`src/rtl/neuron_pkg.sv`:
```
// Shared definitions for the sequential neuron MAC: FSM state encoding and
// the default accumulator width.
package neuron_pkg;

    localparam int DEFAULT_ACC_W = 20;

    typedef enum logic [1:0] {
        ST_IDLE   = 2'd0,
        ST_RUN    = 2'd1,
        ST_DRAIN  = 2'd2,
        ST_FINISH = 2'd3
    } state_t;

endpackage

```
`src/rtl/mac_pipe.sv`:
```
// Signed 8x8 multiply-accumulate stage with synchronous clear and enable.
// The 16-bit product is sign-extended and the sum wraps in two's complement.
module mac_pipe
    import neuron_pkg::*;
#(
    parameter int ACC_W = DEFAULT_ACC_W
) (
    input  logic                    clk,
    input  logic                    rst,
    input  logic                    clr,
    input  logic                    en,
    input  logic signed [7:0]       w,
    input  logic signed [7:0]       x,
    output logic signed [ACC_W-1:0] acc
);

    logic signed [15:0] prod_s;

    assign prod_s = w * x;

    // accumulator register: clear wins over enable so a new run never sees stale terms
    always_ff @(posedge clk) begin
        if (rst) begin
            acc <= '0;
        end else if (clr) begin
            acc <= '0;
        end else if (en) begin
            acc <= acc + ACC_W'(prod_s);
        end else begin
            acc <= acc;
        end
    end

endmodule

```
`src/rtl/neuron_mac_seq.sv`:
```
// Sequential neuron: streams N_INPUTS weight/feature pairs from 1-cycle
// synchronous memories, accumulates their dot product and reports clamp/trigger.
module neuron_mac_seq
    import neuron_pkg::*;
#(
    parameter int N_INPUTS  = 16,
    parameter int ADDR_W    = 8,
    parameter int ACC_W     = DEFAULT_ACC_W,
    parameter int SHIFT     = 0,
    parameter int THRESHOLD = 64
) (
    input  logic                    clk,
    input  logic                    rst,
    input  logic                    start,
    output logic [ADDR_W-1:0]       rd_addr,
    input  logic signed [7:0]       w_data,
    input  logic signed [7:0]       x_data,
    output logic                    busy,
    output logic                    done,
    output logic signed [ACC_W-1:0] acc_out,
    output logic [7:0]              act_out,
    output logic                    trigger
);

    localparam logic [ADDR_W-1:0]       LAST_ADDR = ADDR_W'(N_INPUTS - 1);
    localparam logic [ADDR_W-1:0]       ADDR_ONE  = ADDR_W'(1);
    localparam logic signed [ACC_W-1:0] ACT_MAX   = ACC_W'(127);
    localparam logic signed [ACC_W-1:0] THR       = ACC_W'(THRESHOLD);

    state_t                    state_r;
    logic                      valid_r;
    logic                      acc_clr_s;
    logic signed [ACC_W-1:0]   acc_s;
    logic signed [ACC_W-1:0]   shifted_s;
    logic [7:0]                act_next_s;
    logic                      trig_next_s;

    assign acc_clr_s = (state_r == ST_IDLE) && start;

    mac_pipe #(.ACC_W(ACC_W)) u_mac (
        .clk (clk),
        .rst (rst),
        .clr (acc_clr_s),
        .en  (valid_r),
        .w   (w_data),
        .x   (x_data),
        .acc (acc_s)
    );

    assign shifted_s = acc_s >>> SHIFT;

    // activation clamp to [0,127] and signed threshold compare on the final sum
    always_comb begin
        act_next_s  = 8'd0;
        trig_next_s = (acc_s > THR);
        if (shifted_s[ACC_W-1]) begin
            act_next_s = 8'd0;
        end else if (shifted_s > ACT_MAX) begin
            act_next_s = 8'd127;
        end else begin
            act_next_s = shifted_s[7:0];
        end
    end

    // control FSM, address generator, valid pipeline and result registers
    always_ff @(posedge clk) begin
        if (rst) begin
            state_r <= ST_IDLE;
            rd_addr <= '0;
            valid_r <= 1'b0;
            busy    <= 1'b0;
            done    <= 1'b0;
            acc_out <= '0;
            act_out <= 8'd0;
            trigger <= 1'b0;
        end else begin
            done    <= 1'b0;
            valid_r <= 1'b0;
            case (state_r)
                ST_IDLE: begin
                    rd_addr <= '0;
                    if (start) begin
                        state_r <= ST_RUN;
                        busy    <= 1'b1;
                    end else begin
                        busy    <= 1'b0;
                    end
                end
                ST_RUN: begin
                    // data for this address arrives next cycle, so tag it valid then
                    valid_r <= 1'b1;
                    if (rd_addr == LAST_ADDR) begin
                        state_r <= ST_DRAIN;
                    end else begin
                        rd_addr <= rd_addr + ADDR_ONE;
                    end
                end
                ST_DRAIN: begin
                    state_r <= ST_FINISH;
                end
                ST_FINISH: begin
                    acc_out <= acc_s;
                    act_out <= act_next_s;
                    trigger <= trig_next_s;
                    done    <= 1'b1;
                    busy    <= 1'b0;
                    state_r <= ST_IDLE;
                end
                default: begin
                    state_r <= ST_IDLE;
                    busy    <= 1'b0;
                end
            endcase
        end
    end

endmodule

```
`config.mk`:
```
export PLATFORM = sky130hd
export DESIGN_NAME = neuron_mac_seq
export DESIGN_NICKNAME = d
export VERILOG_FILES = /design/src/rtl/neuron_pkg.sv /design/src/rtl/mac_pipe.sv /design/src/rtl/neuron_mac_seq.sv
export SDC_FILE = /design/constraint.sdc
export NUM_CORES = 1
export LEC_CHECK = 0
export BUFFER_PORTS_ARGS = -buffer_cell sky130_fd_sc_hd__clkbuf_2
export CORE_MARGIN = 1.5
export CORE_UTILIZATION = 60
export CTS_CLUSTER_SIZE = 12
export DETAILED_ROUTE_END_ITERATION = 8
export HOLD_SLACK_MARGIN = 0.05
export PLACE_DENSITY = 0.87
export SETUP_SLACK_MARGIN = 0.2
export SLEW_MARGIN = 5
export SYNTH_ARGS = -nofsm -noshare
export SYNTH_HDL_FRONTEND = slang
export SYNTH_HIERARCHICAL = 1
export SYNTH_SLANG_ARGS = --single-unit
```
`constraint.sdc`:
```
create_clock -name clk -period 9.48 [get_ports clk]
set_input_delay 1.422 -clock clk [delete_from_list [all_inputs] [get_ports clk]]
set_output_delay 1.422 -clock clk [all_outputs]
set_load 0.02 [all_outputs]
```
== Word level (Yosys, flattened, before mapping) ==
Cells that the tools add are included.
Operators by class
  add/subtract/negate cells: 2
  $mul: 1
  div/mod/pow operators: 0
  order comparisons: 2
  equal/unequal tests: 7
  shifts and indexed selects: 0
  mux-type cells: 11
  bitwise gates (word level): 0
  reduce and logical (&&, ||, !) cells: 7
Operators with widths (count)
  $gt 20x8->1 const B: 2
  $mux 8: 3
  $add 20x16->20: 1
  $mul 8x8->16: 1
  $pmux 8 s2: 1
  $add 8x1->8 const B: 1
  $eq 8x4->1 const B: 1
  $pmux 2 s4: 1
  $ne 2x2->1 const B: 3
  $eq 2x2->1 const B: 2
  $mux 2: 2
  $reduce_and 2->1: 2
  $reduce_bool 2->1: 2
  $mux 1: 3
  $eq 2x1->1 const B: 1
  $logic_not 2->1: 1
  $pmux 1 s2: 1
  $reduce_or 2->1: 1
  $logic_and 1x1->1: 1
Storage, ports and cells
  register bits after elaboration: 62
  bits in latches: 0
  bits in writable memories: 0
  bits in read-only memories: 0
  output and inout port bits: 39
  logic and storage cells: 39
  memories kept: 0

== Longest topological paths before layout ==
  depth in word-level cells: 3
  mapped depth: 18
  depth with buffers taken out: 18

== Cells and area by module ==
Netlist, hierarchy kept.
By module, submodules not included
  mac_pipe: times used 1, cells an instance 448, area each 4326.6 um2, sequential area each 400.4 um2
  neuron_mac_seq: times used 1, cells an instance 189, area each 1706.6 um2, sequential area each 840.8 um2

== Worst setup path before layout ==
Ideal clock, no wire load.
  kind: in2reg
  start point: input port x_data[1]
  end point: register u_mac.acc[19]
  library setup time: 0.079 ns
  arrival: 6.108 ns
  setup slack: 3.293 ns
  stages on the path: 14
  path buffers: 1
  path through: clkbuf_1 > and2_1 > fa_1 > fa_1 > fa_1 > fa_1 > ha_1 > ha_1 > a21o_1 > a31o_1 > a2111oi_4 > o31ai_2 > xnor2_1 > a211oi_2
Between the ends
  word-level cells in the longest chain between the ends: 2
RTL lines
  from (decl): RTL line neuron_mac_seq.sv:17  | input logic signed [7:0] x_data,
  $mul 8x8->16: RTL line mac_pipe.sv:19  | assign prod_s = w * x;
  $add 20x16->20: RTL line mac_pipe.sv:28  | acc <= acc + ACC_W'(prod_s);
  to (signal assigned): RTL line mac_pipe.sv:28
  to (decl): RTL line mac_pipe.sv:14  | output logic signed [ACC_W-1:0] acc
Every way passes these cells.
A chain may end at the register's enable or synchronous reset.

== Worst setup path after layout ==
  start point: input port x_data[0]
  end point: register u_mac.acc[19]
Same word-level chain as after synthesis.

==> flow_summary.yaml <==
clock_tree:
  clock_insertion_delay_worst_skew_ns: 0.34
  hold_buffers: 0
  postCtsResizedCells: 0
  cts_inserted_buffers: 9
  max-clock-path-buffers: 2
  h-tree-depth: 3
  clock_sinks: 62
  cts_setup_buffers: 0
  clock_tree_root_buffer_cell: "sky130_fd_sc_hd__clkbuf_8"
  clock_tree_from_tritoncts: "done"
  clkSlewWorstSetupHoldPaths_ns: 0.06
worst_setup_path:
  setup.worst_path.start_class: "input port"
  worst_ep_required_time_ns: 9.73
  worstSetupPathType: "input port to flop"
  worst-path-max-fanout: 13
  end_kind: "flop"
  critical_path_arrival_ns: 6.51
power_and_ir_drop:
  clock_power_share: 0.113
  power.internal_mw: 1.21
  switching_power_mw: 1.19
  p_leak_nw: 3.14
  peakVddDrop_mv: 0.294
  power.share.combinational: 0.740
  power.share.sequential: 0.147
  cellPowerDensity_nw_per_um2: 362
  p_sw_frac: 0.496
layout:
  antennaDiodeCount: 0
  post_route_cells_drive_above_1_share: 0.122
  fillers: 736
  design.final.nets: 848
  areaGrowthSynthToFinish_pct: 10.0
synthesis:
  synth.yosys.seq_area_share: 0.206
  synth_simple_gate_area_frac: 0.146
  synth.net_count: 795
  mappedNetlistArea_sq_um: 6030
  synth.mux.area_fraction: 0.0415
  synth_xor_xnor_area_share: 0.0276
  synth_adder_area_share: 0.398
  syn-mean-instance-area_sq_um: 9.47
  synth_enable_flop_cells: 0
  synth_seq_cells: 62
  synth_flop_cell: "sky130_fd_sc_hd__dfxtp_1"
  synth.distinct_cells: 54
  synth_compound_area_frac: 0.102
  yosys-top-cells-area: "sky130_fd_sc_hd__fa_1 29%, sky130_fd_sc_hd__dfxtp_1 21%, sky130_fd_sc_hd__ha_1 11%"
  synth-async-reset-ratio: 0
  synth_top_family_by_area: "adder cells"
  netlist_instances: 637
  synth-warning-count: 6
  yosys.area.top_type: "sky130_fd_sc_hd__fa_1"
  post_synth_top_area_share: 0.292
floorplanning:
  core_region_area_sq_um: 9770
  initial_core_util: 0.617
  die_area_sq_um: 10700
  die_width_microns: 103
  floorplan.die.height_microns: 103
  floorplan.rows: 36
  ports_placed_on_the_boundary: 58
grt:
  grt_antenna_before_repair: 0
  grt_overflow_total: 0
  first_pass_grt_wire_length_microns: 21600
  grt_start_max_net_pins: 43
  number_of_global_route_vias_before_repair: 4743
  grt.total_usage: 0.262
routing:
  postRouteWirelength_microns: 12800
  drtPass1Iterations: 5
  avgViaCountPerCell: 5.58
  drt-wirelength-per-cell_microns: 15.5
  drc: 0
  antenna_left: 0
  drt_first_iter_violations: 190
  routed-via-count: 4620
sta:
  slew_violations: 0
  period_needed_ns: 6.26
  worst_setup_slack_after_layout_ns: 3.22
  grt_setup_unrepaired: "no"
  tightest_slew_ns: 0.964
  worst_slew_slack_as_a_fraction_of_its_limit: 0.357
  worst_clock_skew_ns: 0.0136
  setup_tns_ns: 0
  setup-violations-final: 0
  period_share: 0.660
  final-hold-violation-count: 0
  max_freq_mhz: 160
placement:
  place.port_buffers: 57
  post-place-ws_ns: 2.89
  post-dp-hpwl_microns: 10400
  globalplace.congestion: 0.915
min_path:
  timing.hold.worst.class: "flop to flop"
job:
  max_cap_viol_count: 0
run_status:
  status: "finished clean"
path summary, 6_finish.rpt:
kind / start / to / slack [ns] / cells after the start
setup / recovery: x_data[0] / u_mac/acc[19] / 3.22 / 16
hold / removal: acc_out[0] / acc_out[0] / 0.46 / 2
setup reg to reg: u_mac/acc[6] / u_mac/acc[19] / 4.71 / 16
hold reg to reg: acc_out[0] / acc_out[0] / 0.46 / 2
state kept, by name, summed over array words and instances (netlist names):
name	flops
acc_out	20
act_out	8
busy	1
done	1
rd_addr	8
state_r	2
trigger	1
u_mac/acc	20
valid_r	1
per-layer routing:
metal	share of wire	track usage	wire length, microns
met3	0.034	0.0464	430
met1	0.39	0.313	5060
met4	0.027	0.0936	352
met5	0	0	0
met2	0.54	0.475	6980
layout make-up:
cell class              count  area (sq um)  share of cell area
multi-input cells         455          4320               0.650
clock buffers              12           135              0.0204
clock inverters             4          95.1              0.0143
repair buffers             58           293              0.0441
well taps                 133           166              0.0251
inverters                 104           390              0.0588
flip-flops and latches     62          1240               0.187
synth_stat cells (all sizes together), types with 3 or more instances:
master  count
nand2      53
xnor2      16
o21bai      4
xor2        3
a31oi       3
mux2i      25
a21o        9
nand3      11
a211oi     12
nor2       58
o21ai      16
nor3        9
fa         88
dfxtp      62
ha         51
and2       33
nor4        5
a21oi      24
clkbuf     10
o31ai       4
inv       102
buf         6
nand2b      3
logic make-up after synthesis:
group                    after synthesis
XOR/XNOR                              19
adder cells (fa/ha/maj)              139
AND/OR/NAND/NOR                      185
buffers and inverters                120
flip-flops                            62
multiplexers                          25
AO/OA/AOI/OAI                         87
worst max-delay path, stage by stage:
cell                        delay, ns
sky130_fd_sc_hd__clkbuf_2        0.18
sky130_fd_sc_hd__and2_1          0.61
sky130_fd_sc_hd__inv_1           0.16
sky130_fd_sc_hd__fa_1            0.53
sky130_fd_sc_hd__inv_1           0.05
sky130_fd_sc_hd__fa_1            0.52
sky130_fd_sc_hd__fa_1            0.45
sky130_fd_sc_hd__fa_1            0.58
sky130_fd_sc_hd__fa_1            0.42
sky130_fd_sc_hd__ha_1            0.35
sky130_fd_sc_hd__o21ai_0         0.15
sky130_fd_sc_hd__nor2_2          0.12
sky130_fd_sc_hd__a2111oi_4       0.48
sky130_fd_sc_hd__o31ai_2         0.13
sky130_fd_sc_hd__xnor2_1         0.15
sky130_fd_sc_hd__a211oi_2        0.21
layout by cell type (no fill, tap or decap), types with 3 or more instances in the layout:
master and count:
sky130_fd_sc_hd__o31ai_1 3, sky130_fd_sc_hd__o21ai_0 15, sky130_fd_sc_hd__xnor2_1 16, sky130_fd_sc_hd__nand2_1 53
sky130_fd_sc_hd__and2_1 33, sky130_fd_sc_hd__a31oi_1 3, sky130_fd_sc_hd__nor2_1 56, sky130_fd_sc_hd__a21o_1 8
sky130_fd_sc_hd__bufinv_16 3, sky130_fd_sc_hd__a211oi_2 3, sky130_fd_sc_hd__nand3_1 11, sky130_fd_sc_hd__clkbuf_1 3
sky130_fd_sc_hd__o21bai_1 4, sky130_fd_sc_hd__ha_1 51, sky130_fd_sc_hd__dfxtp_1 62, sky130_fd_sc_hd__inv_1 102
sky130_fd_sc_hd__clkbuf_2 57, sky130_fd_sc_hd__mux2i_1 25, sky130_fd_sc_hd__nor3_1 8, sky130_fd_sc_hd__xor2_1 3
sky130_fd_sc_hd__clkbuf_8 9, sky130_fd_sc_hd__nor4_1 5, sky130_fd_sc_hd__a211oi_1 9, sky130_fd_sc_hd__fa_1 88
sky130_fd_sc_hd__a21oi_1 23, sky130_fd_sc_hd__nand2b_1 3
stage by stage:
step	area (sq um)	util	total power [mW]	std cells	hold slack, ns
2_1_floorplan	6030	-	1.74	637	0.474
3_3_place_gp	6410	0.656	2.02	812	0.445
4_1_cts	6640	0.679	2.40	828	0.462
5_1_grt	6640	0.679	2.63	828	0.495
6_report	6640	0.679	2.40	828	0.461
3_5_place_dp	6410	0.656	2.12	812	0.453
power groups by stage:
stage | sequential (mW) | combinational (mW) | clock (mW)
after global routing | 0.360 | 1.98 | 0.285
after floorplan | 0.343 | 1.39 | 0
after detailed placement | 0.359 | 1.76 | 0
after CTS | 0.354 | 1.78 | 0.272
final | 0.354 | 1.78 | 0.271
after global placement | 0.357 | 1.67 | 0
Power figures use the tool's default switching activity.
